File: config.mk
export PLATFORM = sky130hd
export DESIGN_NAME = irq_pending_ctrl8
export DESIGN_NICKNAME = d
export VERILOG_FILES = /design/src/rtl/irq_pending_ctrl8.sv
export SDC_FILE = /design/constraint.sdc
export NUM_CORES = 1
export LEC_CHECK = 0
export CELL_PAD_IN_SITES_DETAIL_PLACEMENT = 0
export CELL_PAD_IN_SITES_GLOBAL_PLACEMENT = 1
export CORE_MARGIN = 5
export CORE_UTILIZATION = 25
export CTS_CLUSTER_DIAMETER = 60
export CTS_CLUSTER_SIZE = 16
export DETAILED_ROUTE_END_ITERATION = 10
export PLACE_DENSITY = 0.65
export SYNTH_ARGS = -nofsm -noshare
export SYNTH_HDL_FRONTEND = slang
export SYNTH_SLANG_ARGS = --single-unit
File: constraint.sdc
create_clock -name clk -period 2.3 [get_ports clk]
set_input_delay 0.46 -clock clk [delete_from_list [all_inputs] [get_ports clk]]
set_output_delay 0.46 -clock clk [all_outputs]
set_load 0.1 [all_outputs]
File: src/rtl/irq_pending_ctrl8.sv
// ============================================================================
// Module   : irq_pending_ctrl8
// Purpose  : 8-line interrupt capture (sync, edge/level pending, mask) with
//            request/ack/EOI handshake feeding an 8:3 priority encoder.
// Revision : 1.0 - initial release
// ============================================================================
`default_nettype none

module irq_pending_ctrl8 #(
  parameter int SYNC_STAGES = 2
) (
  input  logic       clk,
  input  logic       rst_n,
  input  logic [7:0] irq_in,
  input  logic [7:0] edge_sel,
  input  logic [7:0] mask,
  input  logic       ack,
  input  logic [2:0] ack_idx,
  input  logic       eoi,
  output logic [7:0] pend_out,
  output logic       irq_valid,
  output logic       in_service,
  output logic [2:0] isr_idx,
  output logic       spurious
);

  typedef enum logic [1:0] {
    IDLE    = 2'd0,
    REQ     = 2'd1,
    SERVICE = 2'd2
  } state_t;

  state_t                          r_state;
  logic [SYNC_STAGES-1:0][7:0]     r_sync;
  logic [7:0]                      r_prev;
  logic [7:0]                      r_pend;

  logic [7:0] w_sync;
  logic [7:0] w_rise;
  logic       w_ack_hit;
  logic       w_accept;
  logic [7:0] w_clr;
  logic [7:0] w_pend_nxt;

  assign w_sync    = r_sync[SYNC_STAGES-1];
  assign w_rise    = w_sync & ~r_prev;
  assign pend_out  = r_pend & ~mask;
  assign w_ack_hit = pend_out[ack_idx];
  assign w_accept  = (r_state == REQ) && ack && w_ack_hit;
  assign w_clr     = w_accept ? (8'b0000_0001 << ack_idx) : 8'b0;

  // A fresh edge on the line being acknowledged wins over the clear.
  assign w_pend_nxt = (edge_sel & (w_rise | (r_pend & ~w_clr)))
                    | (~edge_sel & w_sync);

  always_ff @(posedge clk or negedge rst_n) begin
    if (!rst_n) begin
      r_sync <= '0;
      r_prev <= 8'h00;
      r_pend <= 8'h00;
    end else begin
      r_sync <= {r_sync[SYNC_STAGES-2:0], irq_in};
      r_prev <= w_sync;
      r_pend <= w_pend_nxt;
    end
  end

  always_ff @(posedge clk or negedge rst_n) begin
    if (!rst_n) begin
      r_state    <= IDLE;
      irq_valid  <= 1'b0;
      in_service <= 1'b0;
      isr_idx    <= 3'b000;
      spurious   <= 1'b0;
    end else begin
      spurious <= 1'b0;
      case (r_state)
        IDLE: begin
          if (|pend_out) begin
            r_state   <= REQ;
            irq_valid <= 1'b1;
          end
        end
        REQ: begin
          if (ack) begin
            if (w_ack_hit) begin
              r_state    <= SERVICE;
              isr_idx    <= ack_idx;
              irq_valid  <= 1'b0;
              in_service <= 1'b1;
            end else begin
              spurious <= 1'b1;
            end
          end else if (pend_out == 8'h00) begin
            r_state   <= IDLE;
            irq_valid <= 1'b0;
          end
        end
        SERVICE: begin
          if (eoi) begin
            r_state    <= IDLE;
            in_service <= 1'b0;
          end
        end
        default: begin
          r_state    <= IDLE;
          irq_valid  <= 1'b0;
          in_service <= 1'b0;
        end
      endcase
    end
  end

endmodule

`default_nettype wire

# After elaboration in Yosys (flattened, before gate mapping)
# Index checks and enable logic that the tools add are counted.
# classes
n_lt_le_gt_ge,1
eq_ne,8
shift,1
mux,21
bitwise,13
n_reduce_logical,9
# ops
operator,count
$and 8x8->8,5
$not 8->8,4
$or 8x8->8,2
$reduce_and 4->1,3
$mux 1,11
$mux 2,5
$logic_not 8->1,1
$mux 8,1
$ne 2x2->1 const B,4
$reduce_or 8->1,1
$shl 1x3->8 const A,1
$pmux 1 s3,2
$pmux 2 s3,1
$lt 3x4->1 const B,1
$bmux 1 s3,1
$ne 3x2->1 const B,1
$ne 3x3->1 const B,1
$reduce_and 3->1,1
$eq 2x1->1 const B,1
$eq 2x2->1 const B,1
$logic_and 1x1->1,2
$logic_not 2->1,1
$not 1->1,2
# totals
ff_bits,40
output_inout_bits,14
word_cells,62

# Longest topological paths before layout
# depth
word_depth,11
ltp_mapped,6

# Worst setup path after synthesis
# Ideal clock, no wire load.
# synth_timing
path_kind,input to register
from,in mask[7]
to,reg r_pend[6]
setup_time_ps,122
arrival_time_ps,2869
t_required_ps,2178
path_slack_ps,-691
cell_stages,5
path_buffers,0
path_cell_list,nor2b_1 -> and2_1 -> o211ai_4 -> or3_1 -> a32o_1
# synth_via
elab_chain_cells,11
# synth_rtl
element,line,source
from (decl),16,"input logic [7:0] mask,"
$not 8->8,47,assign pend_out = r_pend & ~mask;
$and 8x8->8,47,
$bmux 1 s3,48,assign w_ack_hit = pend_out[ack_idx];
$mux 1 (implied by the code),48,
$logic_and 1x1->1,49,assign w_accept = (r_state == REQ) && ack && w_ack_hit;
$mux 8,50,assign w_clr = w_accept ? (8'b0000_0001 << ack_idx) : 8'b0;
$not 8->8,53,assign w_pend_nxt = (edge_sel & (w_rise | (r_pend & ~w_clr)))
$and 8x8->8,53,
$or 8x8->8,53,
$and 8x8->8,53,
$or 8x8->8,54,| (~edge_sel & w_sync);
via w_pend_nxt[6],43,logic [7:0] w_pend_nxt;
to (signal assigned),64,r_pend <= w_pend_nxt;
to (decl),36,logic [7:0] r_pend;
# The timed path passes the listed nets, and every way through them passes these cells. The select of a mux whose other input is x is not followed.
# A chain may end at the register's enable or synchronous reset.

# Worst setup path in the final report
# layout_timing
from,in ack_idx[0]
to,reg isr_idx[1]
# layout_via
elab_chain_cells,3
# layout_rtl
element,line,source
from (decl),18,"input logic [2:0] ack_idx,"
$bmux 1 s3,48,
$mux 1 (implied by the code),48,
$reduce_and 3->1 (no source line),n/a,
to (signal assigned),88,isr_idx <= ack_idx;
to (decl),23,"output logic [2:0] isr_idx,"
# No other way between the ends. The select of a mux whose other input is x is not followed.

==> impl_metrics.env <==
export IMPL_leakagePower_nw=1.05
export IMPL_cts_tree="built"
export IMPL_clock_skew_ns=0.00617
export IMPL_netlist_instances=122
export IMPL_crit_path_start_kind="input port"
export IMPL_synth_seq_cells=40
export IMPL_core_area_um2=5960
export IMPL_drt_iter0_drc=48
export IMPL_syn_cell_area_um2=1530
export IMPL_antenna_cells=0
export IMPL_grt_pass1_vias=1284
export IMPL_avgSynthCellArea_um2=12.6
export IMPL_die_x_um=88.3
export IMPL_synth_top_cells_by_area="dfrtp_1 65%, nand2_1 4.9%, nor2b_1 3.3%, a22oi_1 2.0%, mux2_4 2.0%"
export IMPL_synth_common_cells="40 x dfrtp_1, 20 x nand2_1, 8 x nor2b_1"
export IMPL_die_y_um=88.3
export IMPL_port_buffers=44
export IMPL_postSynth_asyncResetShare=1.00
export IMPL_clock_fmax_mhz=459
export IMPL_setup_tns_ns=0
export IMPL_whs_ns=0.271
export IMPL_ys_types=36
export IMPL_worstSetupEndpointType="register"
export IMPL_rsz0062_at_grt="no"
export IMPL_reg2reg_depth=5
export IMPL_ctsRootBufferMaster="clkbuf_8"
export IMPL_worst_pin_slew_ns=0.858
export IMPL_postCtsSetupBuffers=0
export IMPL_maxSlewViolCount=0
export IMPL_cap_violations=0
export IMPL_drt_vias_per_instance=4.32
export IMPL_clk_pin_slew_ns=0.08
export IMPL_num_rows=28
export IMPL_period_needed_ns=2.18
export IMPL_insertion_delay_ns=0.29
export IMPL_vias=1136
export IMPL_grt_pass1_wl_um=6150
export IMPL_finalNetCount=218
export IMPL_slew_headroom=0.428
export IMPL_gp_congestion=0.734
export IMPL_firstDrtPassIters=4
export IMPL_power_density_nw_per_um2=888
export IMPL_finalPower_w=0.00210
export IMPL_hold_viol=0
export IMPL_htreeDepth=2
export IMPL_antenna_found_initial=0
export IMPL_cts_hold_buf=0
export IMPL_routed_wirelength_um=3670
export IMPL_yosysMostFrequentCell="dfrtp_1"
export IMPL_pin_count=45
export IMPL_clock_sinks=40
export IMPL_ys_warn_count=0
export IMPL_ys_seq_area_frac=0.653
export IMPL_slowest_delay_ns=0.48
export IMPL_finalSetupViolCount=0
export IMPL_netlist_area_leader_share=0.653
export IMPL_drc=0
export IMPL_area_delta_synth_final_pct=54.1
export IMPL_critPathMaxFanout=6
export IMPL_irDropWorstVdd_mv=0.553
export IMPL_synth_edff_count=0
export IMPL_synthFlopType="dfrtp_1"
export IMPL_start_util=0.258
export IMPL_cpMaxStageDelayCell="clkdlybuf4s50_1"
export IMPL_clk_path_buf_depth=2
export IMPL_required_ns=2.49
export IMPL_final_antenna_net_count=0
export IMPL_outcome="complete, no violations"
export IMPL_wire_per_inst_um=13.9
export IMPL_hp_class="input port to async pin"
export IMPL_cts_resized=0
export IMPL_grt_max_degree=41
export IMPL_worstPathArrival_ns=2.37
export IMPL_crit_type="input port to register"
export IMPL_cts_buffers_inserted=5
export IMPL_syn_num_nets=153
export IMPL_synth_top_area_cell="dfrtp_1"
export IMPL_grt_usage=0.105
export IMPL_dieArea_um2=7800
export IMPL_fin_crit_sh=0.948
export IMPL_crit_chain="clkdlybuf4s50_1 > buf_4 > or3b_1 > a21oi_1 > o22ai_2 > nor2_4 > mux2_4"
export IMPL_gr_total_overflow=0
export IMPL_drive_gt1_frac=0.287
export IMPL_hpwl_um=2860
cell type report:
class | instances | area (µm²)
Fill cell | 599 | 3590
Multi-Input combinational cell | 77 | 547
Timing Repair Buffer | 60 | 621
Inverter | 3 | 11.3
Clock inverter | 3 | 21.3
Clock buffer | 5 | 68.8
Tap cell | 75 | 93.8
Sequential cell | 40 | 1000
path summary, 6_finish.rpt:
kind / from / endpoint / slack (ns)
max: ack_idx[0] / isr_idx[1] / 0.12
min: rst_n / r_sync[1] / 0.27
max reg2reg: r_pend[5] / r_pend[6] / 0.50
min reg2reg: r_sync[1] / w_sync[1] / 0.35
max in group asynchronous: rst_n / r_sync[2] / 1.49
min in group clk: r_sync[1] / w_sync[1] / 0.35
layer usage:
layer / vias to the layer above / global-route usage / part of all wire / wire [µm]
met5: - / 0 / 0 / 0
met4: 0 / 0.0343 / 0.013 / 49
met3: 5 / 0.0391 / 0.060 / 220
met2: 29 / 0.167 / 0.49 / 1800
met1: 536 / 0.132 / 0.43 / 1590
li1: 566 / - / - / -
per-stage QoR:
| stage | cells | instance area, µm² | util | worst slack [ns] |
|---|---|---|---|---|
| after floorplan | 122 | 1570 | - | 0.265 |
| after global placement | 255 | 2270 | 0.382 | -0.117 |
| after detailed placement | 255 | 2270 | 0.382 | -0.167 |
| after CTS | 263 | 2360 | 0.397 | 0.123 |
| after global routing | 263 | 2360 | 0.397 | 0.0363 |
| final | 263 | 2360 | 0.397 | 0.119 |
kinds of logic after synthesis:
group	after synthesis	share of synthesized area
buffers and inverters	5	0.0139
multiplexers	3	0.0261
flip-flops	40	0.653
AND/OR/NAND/NOR	48	0.175
AO/OA/AOI/OAI	26	0.133
sequential cells by signal (all words and copies together) (netlist names):
name	count
irq_valid	1
in_service	1
r_pend	8
spurious	1
isr_idx	3
r_state	2
w_sync	8
r_prev	8
r_sync	8
worst max-delay path, delay by kind of cell:
family                 cells  cell delay, ns
AND/OR/NAND/NOR            2            0.55
multiplexers               1            0.31
buffers and inverters      2            0.67
AO/OA/AOI/OAI              2            0.38
report_power, final:
part | internal (W) | switching (W)
sequential | 0.000787 | 0.0000518
clock | 0.000215 | 0.000255
combinational | 0.000249 | 0.000541
total | 0.00125 | 0.000848
layout by cell type, fill, tap and decap left out, drive strengths merged, types with 2 or more instances in the layout:
cell type      synthesis  layout
a21o                   2       2
a21oi                  5       5
a22oi                  4       4
and2                   3       3
buf                    2      31
clkbuf                 0       5
clkdlybuf4s50          0      29
dfrtp                 40      40
inv                    3       4
mux2                   2       2
nand2                 20      20
nor2                   6       6
nor2b                  8       8
nor4                   2       2
o211ai                 2       2
o21ai                  3       3
o311ai                 2       2
Note: power is estimated with default switching activity, not from simulation.
